==> config.mk <==
export PLATFORM = sky130hd
export DESIGN_NAME = draw_donkey_intro
export DESIGN_NICKNAME = d
export VERILOG_FILES = /design/src/rtl/draw_donkey_intro_pkg.sv /design/src/rtl/draw_donkey_intro_rom.sv /design/src/rtl/draw_donkey_intro.sv
export SDC_FILE = /design/constraint.sdc
export NUM_CORES = 1
export LEC_CHECK = 0
export CAP_MARGIN = 20
export CORE_MARGIN = 2
export CORE_UTILIZATION = 47
export DETAILED_ROUTE_END_ITERATION = 10
export MAX_ROUTING_LAYER = met4
export PLACE_DENSITY = 0.72
export SETUP_SLACK_MARGIN = 0.5
export SLEW_MARGIN = 20
export SYNTH_ARGS = -nofsm -noshare
export SYNTH_HDL_FRONTEND = slang
export SYNTH_SLANG_ARGS = --single-unit
==> constraint.sdc <==
create_clock -name clk -period 5 [get_ports clk]
set_input_delay 1 -clock clk [delete_from_list [all_inputs] [get_ports clk]]
set_output_delay 1 -clock clk [all_outputs]
set_load 0.02 [all_outputs]
==> src/rtl/draw_donkey_intro_pkg.sv <==
// Shared constants and types for the Donkey intro overlay: VGA timing, sprite, map and sprite image.
package draw_donkey_intro_pkg;

  localparam int unsigned VER_PIXELS = 768;

  localparam int unsigned SPRITE_W = 48;
  localparam int unsigned SPRITE_H = 32;
  localparam logic [11:0] TRANSPARENT = 12'hF0F;

  typedef enum logic {
    FRM_CLIMB = 1'b0,
    FRM_JUMP  = 1'b1
  } donkey_frame_t;

  localparam int unsigned LADDER_X      = 484;
  localparam int unsigned LADDER_BOTTOM = VER_PIXELS - 64;
  localparam int unsigned LADDER_SEGS   = 12;
  localparam int unsigned SEG_H         = 32;
  localparam logic [11:0] BG_COLOR      = 12'h000;

  typedef struct packed {
    logic [10:0] hcount;
    logic [10:0] vcount;
    logic        hsync;
    logic        hblnk;
    logic        vsync;
    logic        vblnk;
    logic [11:0] rgb;
  } vga_t;

  // Sprite image, two 48x32 frames back to back; every 16th word (low nibble 7) is see-through.
  function automatic logic [11:0] donkey_pixel(input logic [11:0] addr);
    if (addr[3:0] == 4'h7) return TRANSPARENT;
    return addr ^ 12'h0F0;
  endfunction

endpackage

==> src/rtl/draw_donkey_intro_rom.sv <==
// Donkey sprite image ROM with a one-cycle registered read.
module draw_donkey_intro_rom
  import draw_donkey_intro_pkg::*;
(
  input  logic        clk,
  input  logic [11:0] addr,
  output logic [11:0] rgb
);

  always_ff @(posedge clk) begin
    rgb <= donkey_pixel(addr);
  end

endmodule

==> src/rtl/draw_donkey_intro.sv <==
// Donkey intro overlay: draws the Donkey sprite over the VGA stream with a fixed 2-cycle latency.
// Build option: define LADDER_ERASE_EN to blank ladder segments Donkey has already climbed.
module draw_donkey_intro
  import draw_donkey_intro_pkg::*;
#(
  parameter int unsigned SpriteW = SPRITE_W,
  parameter int unsigned SpriteH = SPRITE_H
) (
  input  logic        clk,
  input  logic        rst,
  input  logic        animation,
  input  logic [11:0] xpos,
  input  logic [11:0] ypos,
  input  logic [3:0]  counter,
  input  logic [3:0]  ctl,
  input  logic [10:0] hcount_in,
  input  logic [10:0] vcount_in,
  input  logic        hsync_in,
  input  logic        hblnk_in,
  input  logic        vsync_in,
  input  logic        vblnk_in,
  input  logic [11:0] rgb_in,
  output logic [10:0] hcount_out,
  output logic [10:0] vcount_out,
  output logic        hsync_out,
  output logic        hblnk_out,
  output logic        vsync_out,
  output logic        vblnk_out,
  output logic [11:0] rgb_out
);

  localparam logic [11:0] SprW     = 12'(SpriteW);
  localparam logic [11:0] SprH     = 12'(SpriteH);
  localparam logic [11:0] FrameOff = 12'(SpriteW * SpriteH);

  vga_t          vga_in, s1_q, out_d, out_q;
  logic          vblnk_d, latch, anim_s, in_box, draw_q, erase_d, erase_q;
  logic [11:0]   x_s, y_s, dx, dy, rom_addr, pix;
  logic [3:0]    ctl_s;
  donkey_frame_t frame;

  assign vga_in = {hcount_in, vcount_in, hsync_in, hblnk_in, vsync_in, vblnk_in, rgb_in};
  assign latch  = vblnk_in && !vblnk_d;

  assign dx     = {1'b0, hcount_in} - x_s;
  assign dy     = {1'b0, vcount_in} - y_s;
  assign in_box = ({1'b0, hcount_in} >= x_s) && ({1'b0, vcount_in} >= y_s) &&
                  (dx < SprW) && (dy < SprH);
  assign frame    = (ctl_s == 4'd0) ? FRM_CLIMB : FRM_JUMP;
  assign rom_addr = ((frame == FRM_JUMP) ? FrameOff : 12'd0) + dy * SprW + dx;

  draw_donkey_intro_rom u_donkey_rom (
    .clk  (clk),
    .addr (rom_addr),
    .rgb  (pix)
  );

`ifdef LADDER_ERASE_EN
  localparam logic [10:0] ColL = 11'(LADDER_X);
  localparam logic [10:0] ColR = 11'(LADDER_X + SEG_H);
  localparam logic [10:0] RowT = 11'(LADDER_BOTTOM - SEG_H * LADDER_SEGS);
  localparam logic [10:0] RowB = 11'(LADDER_BOTTOM);

  logic [3:0] counter_s;
  logic [5:0] seg;

  always_ff @(posedge clk) begin
    if (!rst) begin
      counter_s <= '0;
    end else if (latch) begin
      counter_s <= counter;
    end
  end

  // Segment 0 is the bottom one; erasing stops with the intro so later frames are untouched.
  assign seg     = 6'((RowB - 11'd1 - vcount_in) >> 5);
  assign erase_d = anim_s && (hcount_in >= ColL) && (hcount_in < ColR) &&
                   (vcount_in >= RowT) && (vcount_in < RowB) && (seg < {2'b00, counter_s});
`else
  logic unused_counter;
  assign unused_counter = ^counter;
  assign erase_d        = 1'b0;
`endif

  always_comb begin
    out_d = s1_q;
    if (s1_q.hblnk || s1_q.vblnk) begin
      out_d.rgb = 12'h000;
    end else if (draw_q && (pix != TRANSPARENT)) begin
      out_d.rgb = pix;
    end else if (erase_q) begin
      out_d.rgb = BG_COLOR;
    end
  end

  always_ff @(posedge clk) begin
    if (!rst) begin
      vblnk_d <= 1'b0;
      anim_s  <= 1'b0;
      x_s     <= '0;
      y_s     <= '0;
      ctl_s   <= '0;
      s1_q    <= '0;
      draw_q  <= 1'b0;
      erase_q <= 1'b0;
      out_q   <= '0;
    end else begin
      vblnk_d <= vblnk_in;
      if (latch) begin
        anim_s <= animation;
        x_s    <= xpos;
        y_s    <= ypos;
        ctl_s  <= ctl;
      end
      s1_q    <= vga_in;
      draw_q  <= anim_s && in_box;
      erase_q <= erase_d;
      out_q   <= out_d;
    end
  end

  assign hcount_out = out_q.hcount;
  assign vcount_out = out_q.vcount;
  assign hsync_out  = out_q.hsync;
  assign hblnk_out  = out_q.hblnk;
  assign vsync_out  = out_q.vsync;
  assign vblnk_out  = out_q.vblnk;
  assign rgb_out    = out_q.rgb;

endmodule

==> results.md <==
- Drt wl/cell: 13.6 um
- Worst-path clk slew: 50 ps
- Pins over their slew limit: 0
- Slew headroom: 0.508
- Mux cell area share after synthesis: 0.0233
- CTS Sinks: 118
- Initial antenna violation count: 0
- Leakage: 3.09 nW
- Post-Synth XOR/XNOR Area: 0.0343
- # port buffers: 106
- Worst R2R Path Depth: 17
- Ports: 111
- CTS tree: built
- Area Growth Syn to Fin: 39.1%
- Post-synth cell types: 53
- Worst Path Arrival: 4760 ps
- Diodes inserted: 0
- RR Endpoint: u_donkey_rom.rgb[11]
- Status: complete, no violations
- Seq cells post-synth: 118
- Fmax: 227 MHz
- Most frequent cells in the layout: 118 x dfxtp_1, 103 x clkdlybuf4s50_1, 75 x nand2_1
- DR iter-0 viols: 165
- Layout Cells excl Fill: 847
- Most common cell after layout, fill and taps aside: dfxtp_1
- Mapped Area: 0.00536 mm2
- Synthesized area per cell: 9.29 um2
- Synth Area in Adders: 0.116
- DRT Pass-1 Iters: 4
- Final hold violation count: 0
- Core Footprint: 0.0110 mm2
- Worst Hold Class: reg -> reg
- Reg2reg setup slack: 1100 ps
- Clk buf depth: 2
- Worst setup path category: in -> reg
- P per Cell Area: 446 mW/mm2
- Sequential cell area fraction in the yosys report: 0.441
- Global route overflow: 0
- Post-DRT Antenna Nets: 0
- Synth Area in Compound Gates: 0.139
- RSZ-0062 raised after global routing: false
- Worst Max-Slew Pin Slew: 731 ps
- Worst-skew pair later-pin latency: 410 ps
- Switching power: 0.000954 W
- Initial Util: 0.488
- Power share of the sequential group: 0.320
- Synth warn: 0
- Crit path capture type: register
- Final GP Congestion: 0.834
- Combinational power share: 0.306
- VDD IR max: 0.300 mV
- Die Ht: 111 um
- CP startpoint kind: input port
- Fin crit share: 0.882
- Die Width: 111 um
- Total GRT Usage: 0.196
- Crit Path Max Fanout: 4
- # setup viols final: 0
- Synth Area in Simple Gates: 0.202
- Reg2reg start: y_s[1]
- Layout cells sized above 1: 0.122
- Synth async-reset ratio: 0
- Sw frac: 0.287
- Clock share of power: 0.374
- MaxCap Viol Count: 0
- Final WL: 11.5 mm
- Nets@finish: 813
- First-pass GRT wire length: 18.7 mm
- Post-synth EDFFs: 0
- Cell internal pwr: 0.00237 W
- DIE AREA: 0.0123 mm2
- Row count: 38
- Num CTS Buffers: 17
- Min-delay src: out_d[37]
- WHS Path Cells: 1
- Fin Setup TNS: 0 ps
- Cells after Synth: 577
- Dpl hpwl: 8.39 mm
- Final Skew: 6.27 ps
- Inst Count DP: 813
- CTS root buf: clkbuf_16
- Vias in the first global route: 3954
- Net Count, Synth: 696
- Fin crit period: 4410 ps
- H-tree depth: 4
- Hold Path End: hcount_out[10]
- DRC viols: 0
- DR vias: 4176
- Largest net degree at the start of global routing: 95
- WP data required: 5350 ps
- Largest family of logic cells by synthesized area: simple AND/OR/NAND/NOR gates
- Vias per cell: 4.93
- Top FF cell, synth: dfxtp_1
-- stage by stage --
| step | utilization | cell area (um2) | worst slack [ps] | hold WS (ps) | total power [W] |
|---|---|---|---|---|---|
| final | 0.679 | 7450 | 588 | 429 | 0.00333 |
| after global routing | 0.679 | 7450 | 491 | 437 | 0.00352 |
| after CTS | 0.661 | 7250 | 508 | 431 | 0.00319 |
| after detailed placement | 0.600 | 6590 | 7.79 | 419 | 0.00191 |
| after global placement | 0.600 | 6590 | 23.3 | 416 | 0.00190 |
| after floorplan | - | 5360 | 616 | 412 | 0.00170 |
-- layer usage --
| layer | vias up | routed length (um) | global-route usage |
|---|---|---|---|
| li1 | 2163 | - | - |
| met1 | 1914 | 5480 | 0.242 |
| met2 | 88 | 5410 | 0.308 |
| met3 | 11 | 528 | 0.0651 |
| met4 | 0 | 125 | 0.0550 |
| met5 | - | 0 | - |
-- flip-flops by register name (all words and copies together) (netlist names), 4 cells and up --
signal,count
y_s,12
vcount_out,11
rgb_out,12
out_d,25
ctl_s,4
x_s,12
s1_q,12
u_donkey_rom.rgb,12
hcount_out,11
-- cell type report --
| cell class | count | area, um2 |
|---|---|---|
| fill | 896 | 3530 |
| multi-input combinational | 395 | 2990 |
| sequential | 118 | 2360 |
| timing repair buffer | 117 | 1140 |
| clock buffer | 21 | 470 |
| tap | 140 | 175 |
| inverter | 45 | 169 |
| clock inverter | 11 | 146 |
-- cells by family (layout without fill, tap and decap cells) --
family | after synthesis | after routing
simple gates | 208 | 208
mux | 12 | 12
flops | 118 | 118
xor+xnor | 21 | 21
buf+inv | 64 | 194
compound gates | 108 | 108
fa+ha+maj | 46 | 46
-- power by group through the flow --
stage	Clock, W	Sequential (W)	Combinational (W)
floorplan	0	0.00109	0.000610
global placement	0	0.00108	0.000820
detailed placement	0	0.00108	0.000827
CTS	0.00127	0.00106	0.000856
global route	0.00132	0.00107	0.00113
finish	0.00125	0.00106	0.00102
-- critical path: stages --
cell	delay (ps)
clkdlybuf4s50_1	490
ha_2	310
nor2b_2	190
or4_4	500
and2_4	200
ha_4	230
o21a_1	110
o31a_1	120
a21o_1	180
fa_1	470
inv_1	50
ha_1	210
a21o_1	210
a31oi_4	170
xnor2_2	140
mux2i_1	180
-- worst max-delay path by stage --
stage / startpoint / to / slack, ps / cells after the start
6_report: vcount_in[4] / u_donkey_rom.rgb[11] / 590 / 16
5_1_grt: vcount_in[3] / u_donkey_rom.rgb[11] / 490 / 17
4_1_cts: vcount_in[0] / u_donkey_rom.rgb[11] / 510 / 19
3_5_place_dp: vcount_in[1] / u_donkey_rom.rgb[11] / 8 / 16
3_3_place_gp: vcount_in[1] / u_donkey_rom.rgb[11] / 20 / 16
2_1_floorplan: vcount_in[0] / u_donkey_rom.rgb[11] / 620 / 18
-- Yosys cell counts, types with 2 or more instances --
cell type / number / area share
o31a_1: 2 / 0.0033
o21a_1: 6 / 0.0084
o21ai_1: 2 / 0.0019
xnor2_1: 14 / 0.023
a211o_1: 2 / 0.0033
buf_1: 2 / 0.0014
nor4_1: 2 / 0.0023
dfxtp_1: 118 / 0.44
nand4_1: 3 / 0.0035
a211oi_1: 3 / 0.0042
a21o_1: 10 / 0.014
ha_1: 40 / 0.093
a21oi_1: 25 / 0.023
nand2_1: 76 / 0.053
nand2b_1: 8 / 0.0093
and2_1: 65 / 0.076
or4_1: 2 / 0.0028
nor2b_1: 5 / 0.0058
or3_1: 2 / 0.0023
a31oi_1: 2 / 0.0023
nor2b_2: 2 / 0.0033
nor2_1: 25 / 0.018
xor2_1: 7 / 0.011
nand4b_1: 5 / 0.0082
nand3_1: 3 / 0.0028
mux2i_1: 11 / 0.021
o21ai_0: 11 / 0.010
o21bai_1: 3 / 0.0042
inv_1: 45 / 0.032
clkbuf_1: 16 / 0.011
nor3_1: 3 / 0.0028
o2111ai_1: 2 / 0.0033
fa_1: 6 / 0.022
a21boi_0: 30 / 0.042
-- repair_timing --
item                       in CTS  in global routing
resized for setup               7                 30
hold buffers                    0                  0
gates cloned                    0                  0
hold endpoints to repair        0                  0
setup endpoints to repair       1                  4
setup buffers                   0                  2
pin swaps                       3                 14
(Power assumes the default switching activity.)
